File: config.mk
export PLATFORM = sky130hd
export DESIGN_NAME = alu_exec_ctrl
export DESIGN_NICKNAME = d
export VERILOG_FILES = /design/src/rtl/alu_exec_ctrl.sv
export SDC_FILE = /design/constraint.sdc
export NUM_CORES = 1
export LEC_CHECK = 0
export BUFFER_PORTS_ARGS = -buffer_cell sky130_fd_sc_hd__buf_2
export CAP_MARGIN = 20
export CORE_MARGIN = 1.5
export CORE_UTILIZATION = 42
export DETAILED_ROUTE_END_ITERATION = 6
export PLACE_DENSITY = 0.76
export SETUP_SLACK_MARGIN = 0.02
export SLEW_MARGIN = 20
export SYNTH_ARGS = -nofsm -noshare
export SYNTH_HDL_FRONTEND = slang
export SYNTH_SLANG_ARGS = --single-unit
File: constraint.sdc
create_clock -name clk -period 1.7 [get_ports clk]
set_input_delay 0.34 -clock clk [delete_from_list [all_inputs] [get_ports clk]]
set_output_delay 0.34 -clock clk [all_outputs]
set_load 0.01 [all_outputs]
File: src/rtl/alu_exec_ctrl.sv
// alu_exec_ctrl: ALU execute sequencer (start/aluop/funct/operands in -> registered alu_a/alu_b/alu_func to ALU, alu_o/alu_ov back -> alu_out/flag/ovf_exc/ill_exc, busy/done)
module alu_exec_ctrl #(
  parameter bit TRAP_EN = 1'b1
) (
  input  logic        clk,
  input  logic        rst_n,
  input  logic        start,
  input  logic [2:0]  aluop,
  input  logic [5:0]  funct,
  input  logic [31:0] a_reg,
  input  logic [31:0] b_reg,
  input  logic [15:0] imm,
  input  logic [1:0]  srcb_sel,
  output logic [31:0] alu_a,
  output logic [31:0] alu_b,
  output logic [5:0]  alu_func,
  input  logic [31:0] alu_o,
  input  logic        alu_ov,
  output logic [31:0] alu_out,
  output logic        flag,
  output logic        ovf_exc,
  output logic        ill_exc,
  output logic        busy,
  output logic        done
);
  localparam logic [5:0] F_ADD = 6'b000010, F_SUB = 6'b000100, F_AND = 6'b001000,
                         F_OR = 6'b010000, F_NOR = 6'b100000, F_SLT = 6'b001001,
                         F_SLTU = 6'b000101, F_XOR = 6'b010001, F_EQ = 6'b100011;
  typedef enum logic [1:0] {IDLE, OPER, RES} state_t;
  state_t      state_q, state_d;
  logic [31:0] alu_a_q, alu_a_d, alu_b_q, alu_b_d, alu_out_q, alu_out_d, b_sel;
  logic [5:0]  alu_func_q, alu_func_d, dec_func;
  logic        flag_q, flag_d, ovf_q, ovf_d, ill_q, ill_d, busy_q, busy_d, done_q, done_d;
  logic        trap_q, trap_d, bad_q, bad_d, dec_trap, dec_bad, take, fin, ovf;
  always_comb begin
    dec_func = F_ADD;
    dec_trap = 1'b0;
    dec_bad  = 1'b0;
    case (aluop)
      3'b000: dec_func = F_ADD;
      3'b001: dec_func = F_SUB;
      3'b011: dec_func = F_AND;
      3'b100: dec_func = F_OR;
      3'b101: dec_func = F_XOR;
      3'b110: dec_func = F_SLTU;
      3'b111: dec_func = F_EQ;
      default:
        case (funct)
          6'b100000: begin dec_func = F_ADD; dec_trap = 1'b1; end
          6'b100001: dec_func = F_ADD;
          6'b100010: begin dec_func = F_SUB; dec_trap = 1'b1; end
          6'b100011: dec_func = F_SUB;
          6'b100100: dec_func = F_AND;
          6'b100101: dec_func = F_OR;
          6'b100110: dec_func = F_XOR;
          6'b100111: dec_func = F_NOR;
          6'b101010: dec_func = F_SLT;
          6'b101011: dec_func = F_SLTU;
          default:   dec_bad = 1'b1;
        endcase
    endcase
  end
  always_comb begin
    take  = (state_q == IDLE) && start;
    fin   = (state_q == RES);
    b_sel = srcb_sel == 2'b00 ? b_reg :
            srcb_sel == 2'b01 ? {{16{imm[15]}}, imm} :
            srcb_sel == 2'b10 ? {16'h0000, imm} : 32'd4;
    // add: operand signs equal; sub: operand signs differ; both: result sign departs from A
    ovf   = TRAP_EN && trap_q && (alu_o[31] != alu_a_q[31]) &&
            ((alu_a_q[31] ^ alu_b_q[31]) == (alu_func_q == F_SUB));
    state_d    = state_q == IDLE ? (start ? OPER : IDLE) : state_q == OPER ? RES : IDLE;
    alu_a_d    = take ? a_reg : alu_a_q;
    alu_b_d    = take ? b_sel : alu_b_q;
    alu_func_d = take ? dec_func : alu_func_q;
    trap_d     = take ? dec_trap : trap_q;
    bad_d      = take ? dec_bad : bad_q;
    alu_out_d  = fin && !bad_q && !ovf ? alu_o : alu_out_q;
    flag_d     = fin && !bad_q ? alu_ov && (alu_func_q == F_ADD || alu_func_q == F_SUB || alu_func_q == F_EQ) : flag_q;
    ovf_d      = fin && !bad_q && ovf;
    ill_d      = fin && bad_q;
    done_d     = fin;
    busy_d     = state_d != IDLE;
  end
  always_ff @(posedge clk or negedge rst_n) begin
    if (!rst_n) begin
      state_q    <= IDLE;
      alu_a_q    <= '0;
      alu_b_q    <= '0;
      alu_func_q <= F_ADD;
      alu_out_q  <= '0;
      flag_q     <= 1'b0;
      ovf_q      <= 1'b0;
      ill_q      <= 1'b0;
      busy_q     <= 1'b0;
      done_q     <= 1'b0;
      trap_q     <= 1'b0;
      bad_q      <= 1'b0;
    end else begin
      state_q    <= state_d;
      alu_a_q    <= alu_a_d;
      alu_b_q    <= alu_b_d;
      alu_func_q <= alu_func_d;
      alu_out_q  <= alu_out_d;
      flag_q     <= flag_d;
      ovf_q      <= ovf_d;
      ill_q      <= ill_d;
      busy_q     <= busy_d;
      done_q     <= done_d;
      trap_q     <= trap_d;
      bad_q      <= bad_d;
    end
  end
  assign alu_a    = alu_a_q;
  assign alu_b    = alu_b_q;
  assign alu_func = alu_func_q;
  assign alu_out  = alu_out_q;
  assign flag     = flag_q;
  assign ovf_exc  = ovf_q;
  assign ill_exc  = ill_q;
  assign busy     = busy_q;
  assign done     = done_q;
endmodule

Yosys cells after proc, flatten, opt, wreduce, memory -nomap -nowiden
Index checks and enable logic that the tools add are counted.
- register bits after elaboration: 111
- output and inout bits: 107
- word-level logic and storage cells: 70
- input bits: 127
- equal/unequal tests: 25
- reductions and logical operators: 20
- mux-type cells: 12
- bitwise logic cells: 1
- operators with widths (operator ; number):
    case mux 6 bit (7 select lines) ; 2
    equality test 6 bit (second input constant) ; 11
    2-to-1 mux 32 bit ; 2
    2-to-1 mux 16 bit ; 1
    equality test 3 bit (second input constant) ; 4
    OR reduction 10 bit ; 1
    logical AND 1 bit ; 8
    OR reduction 7 bit ; 1
    equality test 6 x 2 -> 1 bit (second input constant) ; 1
    equality test 6 x 3 -> 1 bit (second input constant) ; 1
    2-to-1 mux 1 bit ; 5
    equality test 2 x 1 -> 1 bit (second input constant) ; 2
    equality test 2 bit (second input constant) ; 2
    logical NOT 2 bit ; 2
    2-to-1 mux 2 bit ; 2
    OR reduction 2 bit ; 2
    equality test 3 x 1 -> 1 bit (second input constant) ; 1
    equality test 3 x 2 -> 1 bit (second input constant) ; 1
    logical NOT 3 bit ; 1
    logical NOT 1 bit ; 2
    logical OR 1 bit ; 2
    nonzero test 2 bit ; 1
    equality test 1 bit ; 1
    != test 1 bit ; 1
    bitwise XOR 1 bit ; 1

Longest topological paths before layout
- depth in word-level cells: 5
- depth in mapped cells: 6
- gate-level depth less buffers: 5

Worst setup path before layout
OpenSTA, ideal clock, no wires.
- path kind: reg-to-reg
- start point: register alu_func_q[1] (netlist: alu_func[1])
- end point: register alu_out_q[10] (netlist: alu_out[10])
- stages on the path, launching flop included: 6
- path buffers: 1
- data required time: 1575 ps
- slack: -83 ps
- setup time: 125 ps
- arrival: 1658 ps
- clock period less this slack: 1783 ps
- path through: dfstp_2 -> and2b_1 -> a32o_1 -> nand3_4 -> buf_6 -> mux2_4
- longest elaborated chain between the ends: 5
- RTL lines (what ; line ; text):
    start: declaration ; 32 ; logic [5:0] alu_func_q, alu_func_d, dec_func;
    start signal: assignment ; 103 ; alu_func_q <= alu_func_d;
    equality test 6 x 3 -> 1 bit ; 71 ; ((alu_a_q[31] ^ alu_b_q[31]) == (alu_func_q == F_SUB));
    equality test 1 bit ; 71 ;
    logical AND 1 bit ; 70 ; ovf = TRAP_EN && trap_q && (alu_o[31] != alu_a_q[31]) &&
    logical NOT 1 bit ; 78 ; alu_out_d = fin && !bad_q && !ovf ? alu_o : alu_out_q;
    logical AND 1 bit ; 78 ;
    end signal: assignment ; 104 ; alu_out_q <= alu_out_d;
    end: declaration ; 31 ; logic [31:0] alu_a_q, alu_a_d, alu_b_q, alu_b_d, alu_out_q, alu_out_d, b_sel;
No other way between the ends.
A chain may end at the register's enable or synchronous reset.

Final worst setup path
- start point: register alu_func_q[1] (netlist: alu_func[1])
- end point: register alu_out_q[9] (netlist: alu_out[9])
The elaborated chain is that of the path after synthesis.

==> impl_metrics.env <==
export IMPL_outcome="finished with violations"
export IMPL_violations="DRC, setup timing"
export IMPL_antenna_left=0
export IMPL_cts_num_sinks=111
export IMPL_crit_path_start_kind="register"
export IMPL_cts_buffers=9
export IMPL_synth_area_leaders="dfrtp_1 55%, nand2_1 10%, mux2_4 8.7%"
export IMPL_p_per_area_mw_per_mm2=1327
export IMPL_post_synth_instance_area_mm2=0.005010
export IMPL_yosysTopAreaCellShare_pct=54.95
export IMPL_worstSetupPathType="register to register"
export IMPL_synth_fa_ha_area_share_pct=0
export IMPL_synth_simple_area_share_pct=18.53
export IMPL_mostFrequentLayoutCell="buf_2"
export IMPL_hold_violations=0
export IMPL_grtUsageMet3_pct=5.238
export IMPL_ys_ff_latch=111
export IMPL_portBuffers=233
export IMPL_synth_area_mux_share_pct=12.56
export IMPL_slowest_stage="dfstp_2"
export IMPL_cap_violations=0
export IMPL_grt_use_total_pct=20.61
export IMPL_hold_buffers=0
export IMPL_setup_ws_ns=-0.02447
export IMPL_vdd_ir_drop_max_mv=0.6260
export IMPL_htreeDepth=3
export IMPL_overflow=0
export IMPL_drive_gt1_share_pct=42.17
export IMPL_vias=4359
export IMPL_finalWirelength_um=12630
export IMPL_async_reset_ff_share_pct=100.0
export IMPL_clock_latency_ns=0.35
export IMPL_initial_utilization_pct=43.50
export IMPL_drt_iter0_drc=273
export IMPL_layout_common_cells="232 x buf_2, 136 x nand2_1, 109 x dfrtp_1"
export IMPL_yosysTopAreaCell="dfrtp_1"
export IMPL_row_count=39
export IMPL_fin_skew_ns=0.005786
export IMPL_worst_ep_required_time_ns=1.93
export IMPL_die_area_mm2=0.01259
export IMPL_ioPinCount=234
export IMPL_slew_viol_final=0
export IMPL_drc=18
export IMPL_rsz0062_at_grt="true"
export IMPL_grt_pass1_wl_um=20880
export IMPL_worst_path_max_fanout=17
export IMPL_relSlewSlack_pct=58.75
export IMPL_cts_tree="built"
export IMPL_grt_busiest_layer="met2"
export IMPL_ys_warnings_count=0
export IMPL_viasPerCell=5.005
export IMPL_place_gp_congestion=0.8525
export IMPL_core_mm2=0.01152
export IMPL_synth_edf_count=0
export IMPL_hold_path_class="input port to asynchronous set/reset pin"
export IMPL_grt_max_degree=112
export IMPL_ys_seq_area_share_pct=55.47
export IMPL_first_global_vias=4321
export IMPL_cp_arrival_ns=1.95
export IMPL_fp_dieW_um=112.2
export IMPL_tns_ns=-0.1844
export IMPL_dp_hpwl_um=9197
export IMPL_diodes=0
export IMPL_cts_root_buf="clkbuf_16"
export IMPL_synth_ff_type="dfrtp_1"
export IMPL_antenna_found_initial=0
export IMPL_clk_pin_slew_ns=0.07
export IMPL_tightest_slew_ns=0.6188
export IMPL_hold_ws_ns=0.02022
export IMPL_critical_path_max_stage_delay_ns=0.52
export IMPL_syn_avg_cell_area_um2=10.20
export IMPL_power_leakage_nw=3.642
export IMPL_syn_to_final_growth_pct=35.16
export IMPL_ys_types=45
export IMPL_post_drt_wl_per_cell_um=14.50
export IMPL_clock_path_buffers=2
export IMPL_yosys_area_share_xor_xnor_pct=0.3497
export IMPL_crit_path_cell_trace="and2b_1 > a32o_2 > nand3_4 > buf_12 > mux2_4"
export IMPL_grtUsageMet2_pct=35.13
export IMPL_fmax_ghz=0.5799
export IMPL_cts_setup_buffers=0
export IMPL_setup_violations=18
export IMPL_syn_inst=491
export IMPL_nets=851
export IMPL_cp_startpoint="alu_func[1]"
export IMPL_met1_usage_pct=24.46
export IMPL_syn_num_nets=618
export IMPL_synth_compound_area_share_pct=10.01
export IMPL_r2r_start="alu_func[1]"
export IMPL_min_period_over_period_pct=101.4
export IMPL_period_needed_ns=1.724
export IMPL_fp_dieH_um=112.2
export IMPL_drt_first_pass_iters=7
export IMPL_worstSetupEndpointType="register"
export IMPL_synth_top_family_by_area="simple AND/OR/NAND/NOR gates"
==> final timing paths <==
kind / endpoint / slack, ns / cells past startpoint
max: alu_out[9] / -0.02 / 5
max reg2reg: alu_out[9] / -0.02 / 5
min: alu_out[21] / 0.02 / 2
min in group clk: alu_a[7] / 0.18 / 3
max in group asynchronous: alu_a[19] / 1.17 / 2
min reg2reg: alu_a[22] / 0.47 / 2
==> cell type report <==
cell class                 count  area (um^2)
tap                          143        178.9
timing repair buffer         251         1366
clock inverter                 5        106.4
clock buffer                  10        229.0
multi-input combinational    346         2088
sequential                   111         2780
fill                         997         4745
inverter                       5        22.52
==> cells in the mapped netlist, types with 2 or more instances <==
| cell | instances |
|---|---|
| clkbuf_1 | 23 |
| a32o_1 | 2 |
| o21ai_0 | 55 |
| buf_2 | 2 |
| nand2b_1 | 4 |
| nor2_1 | 23 |
| nand2_1 | 137 |
| o31ai_1 | 2 |
| xor2_1 | 2 |
| inv_1 | 4 |
| mux2_4 | 29 |
| nand3_1 | 3 |
| o22ai_1 | 2 |
| nand4b_1 | 2 |
| mux2_2 | 3 |
| buf_6 | 3 |
| a31oi_1 | 2 |
| and2b_1 | 2 |
| mux2i_1 | 16 |
| nor2b_1 | 22 |
| a21oi_1 | 20 |
| dfrtp_1 | 110 |
==> worst max-delay path: cells and delay by family, from the launching register on <==
| family | cells | cell delay (ns) |
|---|---|---|
| flip-flops | 1 | 0.52 |
| multiplexers | 1 | 0.32 |
| AO/OA/AOI/OAI | 1 | 0.29 |
| AND/OR/NAND/NOR | 2 | 0.28 |
| buffers and inverters | 1 | 0.19 |
==> stage by stage <==
stage | area (um^2) | power [mW] | setup slack [ns] | cells | util, %
detailed placement | 6424 | 6.652 | -0.01545 | 856 | 55.78
floorplan | 5022 | 5.329 | -0.06162 | 491 | -
global route | 6771 | 9.511 | -0.07163 | 871 | 58.80
finish | 6771 | 8.984 | -0.02447 | 871 | 58.80
CTS | 6759 | 9.078 | -0.02693 | 871 | 58.69
global placement | 6424 | 6.535 | 0.001471 | 856 | 55.78
==> cell families after synthesis <==
| group | count (synthesis) |
|---|---|
| multiplexers | 48 |
| XOR/XNOR | 2 |
| AO/OA/AOI/OAI | 90 |
| AND/OR/NAND/NOR | 206 |
| flip-flops | 111 |
| buffers and inverters | 34 |
==> sequential cells by signal, summed over array words and instances, names as in the netlist <==
name / cells
state_q: 2
busy: 1
flag: 1
ill_exc: 1
trap_q: 1
bad_q: 1
alu_b: 32
ovf_exc: 1
alu_func: 6
done: 1
alu_out: 32
alu_a: 32
==> metal layers <==
metal / up-vias / routed length [um]
met2: 169 / 6172
met1: 2059 / 5191
li1: 2103 / -
met4: 0 / 337
met5: - / 0
met3: 28 / 927
==> timing repair <==
item,CTS,global route
endpoints found under the hold margin,0,0
setup endpoints to repair,31,64
pin swaps,0,1
gates resized for setup,0,4
==> power breakdown <==
part           switching [mW]  total [mW]  internal, mW
Clock                   0.941        2.38          1.44
Sequential              0.421        3.81          3.39
Combinational            1.39        2.80          1.41
Total                    2.75        8.98          6.24
No activity file was read; power rests on OpenSTA's default activity.
